`src/rtl/instr_encoder_pkg.sv`:
```
// Shared op codes, RV32 opcode/funct constants and the FIFO entry layout
// used by the encoder and anything that decodes the same op field.
package instr_encoder_pkg;

   typedef enum logic [2:0] {
      OP_ADD   = 3'd0,
      OP_SUB   = 3'd1,
      OP_MUL   = 3'd2,
      OP_DIV   = 3'd3,
      OP_LOAD  = 3'd4,
      OP_STORE = 3'd5,
      OP_ILL6  = 3'd6,
      OP_ILL7  = 3'd7
   } op_e;

   localparam logic [6:0] OPC_RTYPE = 7'b0110011;
   localparam logic [6:0] OPC_LOAD  = 7'b0000011;
   localparam logic [6:0] OPC_STORE = 7'b0100011;

   localparam logic [2:0] F3_ADD  = 3'b000;
   localparam logic [2:0] F3_DIV  = 3'b100;
   localparam logic [2:0] F3_WORD = 3'b010;

   localparam logic [6:0] F7_BASE   = 7'b0000000;
   localparam logic [6:0] F7_SUB    = 7'b0100000;
   localparam logic [6:0] F7_MULDIV = 7'b0000001;

   typedef struct packed {
      logic [31:0] instr;
      logic [31:0] addr;
   } fifo_entry_t;

   function automatic logic is_legal(input op_e op);
      return (op != OP_ILL6) && (op != OP_ILL7);
   endfunction

endpackage

```
`src/rtl/instr_fifo.sv`:
```
// DEPTH x WIDTH synchronous FIFO, one-cycle write-to-read latency, sync clear.
// Caller must not push when full; head data reads as zero while empty.
module instr_fifo #(
   parameter int unsigned DEPTH = 4,
   parameter int unsigned WIDTH = 64
) (
   input  logic                      clk,
   input  logic                      rst_n,
   input  logic                      clear,
   input  logic                      push,
   input  logic [WIDTH-1:0]          push_dat,
   input  logic                      pop,
   output logic [WIDTH-1:0]          rd_dat,
   output logic                      full,
   output logic                      empty,
   output logic [$clog2(DEPTH):0]    level
);

   localparam int unsigned AW = $clog2(DEPTH);

   logic [WIDTH-1:0] mem_q [DEPTH];
   logic [AW:0]      wr_q, wr_d;
   logic [AW:0]      rd_q, rd_d;
   logic             do_push, do_pop;

   // Extra pointer MSB separates full (MSBs differ) from empty (equal).
   assign empty   = (wr_q == rd_q);
   assign full    = (wr_q[AW] != rd_q[AW]) && (wr_q[AW-1:0] == rd_q[AW-1:0]);
   assign level   = wr_q - rd_q;
   assign do_push = push && !full && !clear;
   assign do_pop  = pop && !empty && !clear;
   assign rd_dat  = empty ? '0 : mem_q[rd_q[AW-1:0]];

   always_comb begin
      wr_d = wr_q;
      rd_d = rd_q;
      if (clear) begin
         wr_d = '0;
         rd_d = '0;
      end else begin
         if (do_push) wr_d = wr_q + 1'b1;
         if (do_pop)  rd_d = rd_q + 1'b1;
      end
   end

   always_ff @(posedge clk or negedge rst_n) begin
      if (!rst_n) begin
         wr_q <= '0;
         rd_q <= '0;
      end else begin
         wr_q <= wr_d;
         rd_q <= rd_d;
      end
   end

   always_ff @(posedge clk) begin
      if (do_push) mem_q[wr_q[AW-1:0]] <= push_dat;
   end

endmodule

```
`src/rtl/instr_encoder.sv`:
```
// Encodes op/register/imm requests into RV32 words tagged with a running byte
// address; one-cycle latency through a FIFO, in_ready drops when full or clearing.
module instr_encoder
   import instr_encoder_pkg::*;
#(
   parameter int unsigned DEPTH     = 4,
   parameter logic [31:0] BASE_ADDR = 32'h0000_0000
) (
   input  logic                   clk,
   input  logic                   rst_n,
   input  logic                   clear,
   input  logic                   in_valid,
   output logic                   in_ready,
   input  logic [2:0]             in_op,
   input  logic [4:0]             in_rd,
   input  logic [4:0]             in_rs1,
   input  logic [4:0]             in_rs2,
   input  logic [11:0]            in_imm,
   output logic                   out_valid,
   input  logic                   out_ready,
   output logic [31:0]            out_instr,
   output logic [31:0]            out_addr,
   output logic                   err_illegal,
   output logic [7:0]             illegal_cnt,
   output logic [$clog2(DEPTH):0] level
);

   function automatic logic [31:0] encode(input op_e op, input logic [4:0] rd,
                                          input logic [4:0] rs1, input logic [4:0] rs2,
                                          input logic [11:0] imm);
      logic [31:0] w;
      w = '0;
      case (op)
         OP_ADD:   w = {F7_BASE,   rs2, rs1, F3_ADD, rd, OPC_RTYPE};
         OP_SUB:   w = {F7_SUB,    rs2, rs1, F3_ADD, rd, OPC_RTYPE};
         OP_MUL:   w = {F7_MULDIV, rs2, rs1, F3_ADD, rd, OPC_RTYPE};
         OP_DIV:   w = {F7_MULDIV, rs2, rs1, F3_DIV, rd, OPC_RTYPE};
         OP_LOAD:  w = {imm, rs1, F3_WORD, rd, OPC_LOAD};
         OP_STORE: w = {imm[11:5], rs2, rs1, F3_WORD, imm[4:0], OPC_STORE};
         default:  w = '0;
      endcase
      return w;
   endfunction

   op_e         op;
   logic        accept, legal, push, pop, full, empty;
   logic [31:0] addr_q, addr_d;
   logic        err_q, err_d;
   logic [7:0]  cnt_q, cnt_d;
   fifo_entry_t push_entry, head;

   assign op         = op_e'(in_op);
   // Gating with rst_n keeps in_ready low for the whole reset assertion.
   assign in_ready   = rst_n && !full && !clear;
   assign accept     = in_valid && in_ready;
   assign legal      = is_legal(op);
   assign push       = accept && legal;
   assign out_valid  = !empty;
   assign pop        = out_valid && out_ready;
   assign push_entry = '{instr: encode(op, in_rd, in_rs1, in_rs2, in_imm), addr: addr_q};

   always_comb begin
      addr_d = addr_q;
      err_d  = err_q;
      cnt_d  = cnt_q;
      if (clear) begin
         addr_d = BASE_ADDR;
         err_d  = 1'b0;
         cnt_d  = '0;
      end else if (accept) begin
         if (legal) begin
            addr_d = addr_q + 32'd4;
         end else begin
            err_d = 1'b1;
            if (cnt_q != 8'hFF) cnt_d = cnt_q + 8'd1;
         end
      end
   end

   always_ff @(posedge clk or negedge rst_n) begin
      if (!rst_n) begin
         addr_q <= BASE_ADDR;
         err_q  <= 1'b0;
         cnt_q  <= '0;
      end else begin
         addr_q <= addr_d;
         err_q  <= err_d;
         cnt_q  <= cnt_d;
      end
   end

   instr_fifo #(
      .DEPTH (DEPTH),
      .WIDTH ($bits(fifo_entry_t))
   ) u_fifo (
      .clk      (clk),
      .rst_n    (rst_n),
      .clear    (clear),
      .push     (push),
      .push_dat (push_entry),
      .pop      (pop),
      .rd_dat   (head),
      .full     (full),
      .empty    (empty),
      .level    (level)
   );

   assign out_instr   = head.instr;
   assign out_addr    = head.addr;
   assign err_illegal = err_q;
   assign illegal_cnt = cnt_q;

endmodule

```
`config.mk`:
```
export PLATFORM = sky130hd
export DESIGN_NAME = instr_encoder
export DESIGN_NICKNAME = d
export VERILOG_FILES = /design/src/rtl/instr_encoder_pkg.sv /design/src/rtl/instr_fifo.sv /design/src/rtl/instr_encoder.sv
export SDC_FILE = /design/constraint.sdc
export NUM_CORES = 1
export LEC_CHECK = 0
export ABC_CLOCK_PERIOD_IN_PS = 5100
export BUFFER_PORTS_ARGS = -buffer_cell sky130_fd_sc_hd__buf_4
export CORE_UTILIZATION = 50
export CTS_CLUSTER_DIAMETER = 30
export DETAILED_ROUTE_END_ITERATION = 12
export GPL_TIMING_DRIVEN = 1
export PLACE_DENSITY = 0.72
export SLEW_MARGIN = 20
export SYNTH_ARGS = -nofsm -noshare
export SYNTH_HDL_FRONTEND = slang
export SYNTH_SLANG_ARGS = --single-unit
```
`constraint.sdc`:
```
create_clock -name clk -period 5.1 [get_ports clk]
set_input_delay 0 -clock clk [delete_from_list [all_inputs] [get_ports clk]]
set_output_delay 0 -clock clk [all_outputs]
set_load 0.05 [all_outputs]
```
==> summary.md <==
| Metric | Value |
|---|---|
| Leakage | 5.27 nW |
| Max-slew violation count | 0 |
| Setup Skew | 16.0 ps |
| Total core area | 22,700 sq um |
| Via/cell ratio | 5.90 |
| Tcrit/Tclk final | 0.664 |
| Worst flop-to-flop path startpoint | u_fifo.rd_q[0] |
| Gr usage total | 0.222 |
| Final Hold Viols | 0 |
| Pwr dens | 451 nW/um^2 |
| N_diodes | 0 |
| Fin nets | 904 |
| Slew @ Worst Pin | 1080 ps |
| Combinational Power Share | 0.164 |
| Seq cells post-synth | 273 |
| Die area | 23,900 sq um |
| Clock slew at reported path FFs | 50 ps |
| Yosys warns | 0 |
| I/O pins | 113 |
| Setup bufs post-CTS | 0 |
| Final Instance Area | 14,500 sq um |
| Number of clock sinks | 273 |
| Routability cong. | 0.814 |
| Hold Path Class | input pin to async pin |
| Switching Share | 0.271 |
| Worst rel slew slack | 0.278 |
| Clk pwr share | 0.461 |
| Net load switching power | 1.78 mW |
| CP Data Arrival Time | 3540 ps |
| Reg2Reg Depth | 5 |
| Layout cell share with drive strength beyond 1 | 0.304 |
| Remaining antenna violation count after routing | 0 |
| Critical path endpoint | u_fifo.mem_q[3][8] |
| Via count | 6,972 |
| Die W | 155 um |
| Syn_area_per_cell | 16.5 sq um |
| Post-DP HPWL | 15.1 mm |
| CTS tree | done |
| Post-synth EDFFs | 228 |
| TritonCTS buffer count | 47 |
| Hold_buf cts | 31 |
| Final Worst Setup Slack | 1710 ps |
| Fmax | 295 MHz |
| Yosys cell types | 48 |
| Crit. End Element | flop |
| DR pass1 iterations | 5 |
| Final cell count without fillers | 1,181 |
| Initial antenna violation count | 0 |
| CP Class | flop to flop |
| PortBufs | 106 |
| Area after DPL | 12,700 sq um |
| Flop pwr share | 0.375 |
| Outcome | finished clean |
| Vias in the first global route | 7,158 |
| Reg2reg setup slack | 1710 ps |
| Worst-skew pair later-pin latency | 530 ps |
| Die height | 155 um |
| # fillers | 1,567 |
| Synthesized area | 11,600 sq um |
| Crit path max fanout | 45 |
| Total global routing overflow | 0 |
| Critical Path RT | 5250 ps |
| Mapped Cells | 706 |
| Total Neg Setup Slack | 0 ps |
| DRC viols | 0 |
| Initial core utilization | 0.512 |
| Worst hold slack | 31.9 ps |
| First-pass GRT wire length | 40.6 mm |
| Register area share after synthesis | 0.685 |
| RSZ-0062 raised after global routing | no |
| H-tree levels | 2 |
| WL/cell | 21.8 um |
| Root Buffer Master | clkbuf_16 |
| Reg2reg end | u_fifo.mem_q[3][8] |
| Post-layout minimum cycle time | 3390 ps |
| Final Setup Violations | 0 |
| Peak supply drop | 0.000324 V |
| Crit. Startpoint | u_fifo.rd_q[0] |
| Ys flop type | edfxtp_1 |
| Setup slack at placement | 1720 ps |
| Ys async rst share | 0.165 |
| Area delta synth->final | 25.0% |
| Post-cts resize count | 0 |
| CTS Buffer Depth | 3 |
| DRT iter0 DRCs | 626 |
| Row count | 55 |
| Worst Setup Start Kind | flop |
| Largest net degree at the start of global routing | 61 |
| Max_cap viols | 0 |
| Internal Power | 4.78 mW |
| Drt total wl | 25.8 mm |
| Placed instance count | 1,064 |
-- layout make-up --
class	instances	area [sq um]	share of cell area
tap	285	357	0.0245
clock inverter	33	332	0.0228
clock buffer	53	1220	0.0839
sequential	273	7980	0.548
inverter	14	52.6	0.00361
multi-input combinational	378	3440	0.237
timing repair buffer	145	1170	0.0802
-- how the worst min path moves through the flow --
stage                          end  cells past startpoint
2_1_floorplan           addr_q[10]                      0
3_3_place_gp        illegal_cnt[0]                      1
3_5_place_dp        illegal_cnt[0]                      1
4_1_cts        u_fifo.mem_q[0][46]                      2
5_1_grt        u_fifo.mem_q[0][46]                      2
6_report               err_illegal                      2
-- routing by layer --
metal  global-route usage  wire, um  vias to the layer above
met3               0.0353      1580                       49
met1                0.308     10900                     3546
li1                     -         -                     3090
met5                    0         0                        -
met2                0.368     12800                      287
met4               0.0646       476                        0
-- cells by family after synthesis --
group                    Yosys count  share of synthesized area
AO/OA/AOI/OAI                     70                     0.0415
adder cells (fa/ha/maj)           10                     0.0114
buffers and inverters             60                     0.0230
other                              1                   0.000322
multiplexers                      76                      0.128
XOR/XNOR                           6                    0.00516
flip-flops                       273                      0.685
AND/OR/NAND/NOR                  210                      0.105
-- cell usage in the layout (no fill, tap or decap), drive strengths merged, types with 20 or more instances in the layout --
cell           n
clkbuf        53
buf          114
mux4          57
edfxtp       228
a21oi         20
nand2         20
dlygate4sd3   31
nor2b         72
dfrtp         45
clkinv        21
nor2          25
-- critical path, cell delays in order (launching register included) --
cell	delay (ps)
dfrtp_4	600
ha_1	360
nand2_1	280
o2111ai_1	500
nor2_4	580
buf_4	650
-- per-stage QoR --
stage	util	total power, mW
4_1_cts	0.640	6.61
2_1_floorplan	-	3.26
3_3_place_gp	0.558	3.55
3_5_place_dp	0.558	3.56
5_1_grt	0.640	6.76
6_report	0.640	6.56
-- registers in the layout, indices dropped and copies added, names as in the netlist --
name and cells:
illegal_cnt 8, u_fifo.rd_q 3, u_fifo.wr_q 3, u_fifo.mem_q 228
err_illegal 1, addr_q 30
-- power by group through the flow --
stage	clock network (mW)	logic [mW]	registers, mW
floorplan	0	0.771	2.49
global placement	0	1.05	2.50
detailed placement	0	1.06	2.50
CTS	3.06	1.09	2.46
global route	3.17	1.13	2.46
finish	3.02	1.08	2.46
-- Yosys cell counts (12+ instances only) --
library cell,count,area share
a21oi_1,20,0.0086
and2_1,14,0.0075
and3_1,13,0.0070
buf_2,13,0.0056
clkbuf_1,26,0.0084
dfrtp_1,45,0.097
edfxtp_1,228,0.59
inv_1,13,0.0042
mux2_2,16,0.015
mux4_2,57,0.11
nand2_1,20,0.0065
nor2_1,25,0.0081
nor2b_1,72,0.039
nor4_1,16,0.0086
o21ai_0,12,0.0052
Power figures use the tool's default switching activity.
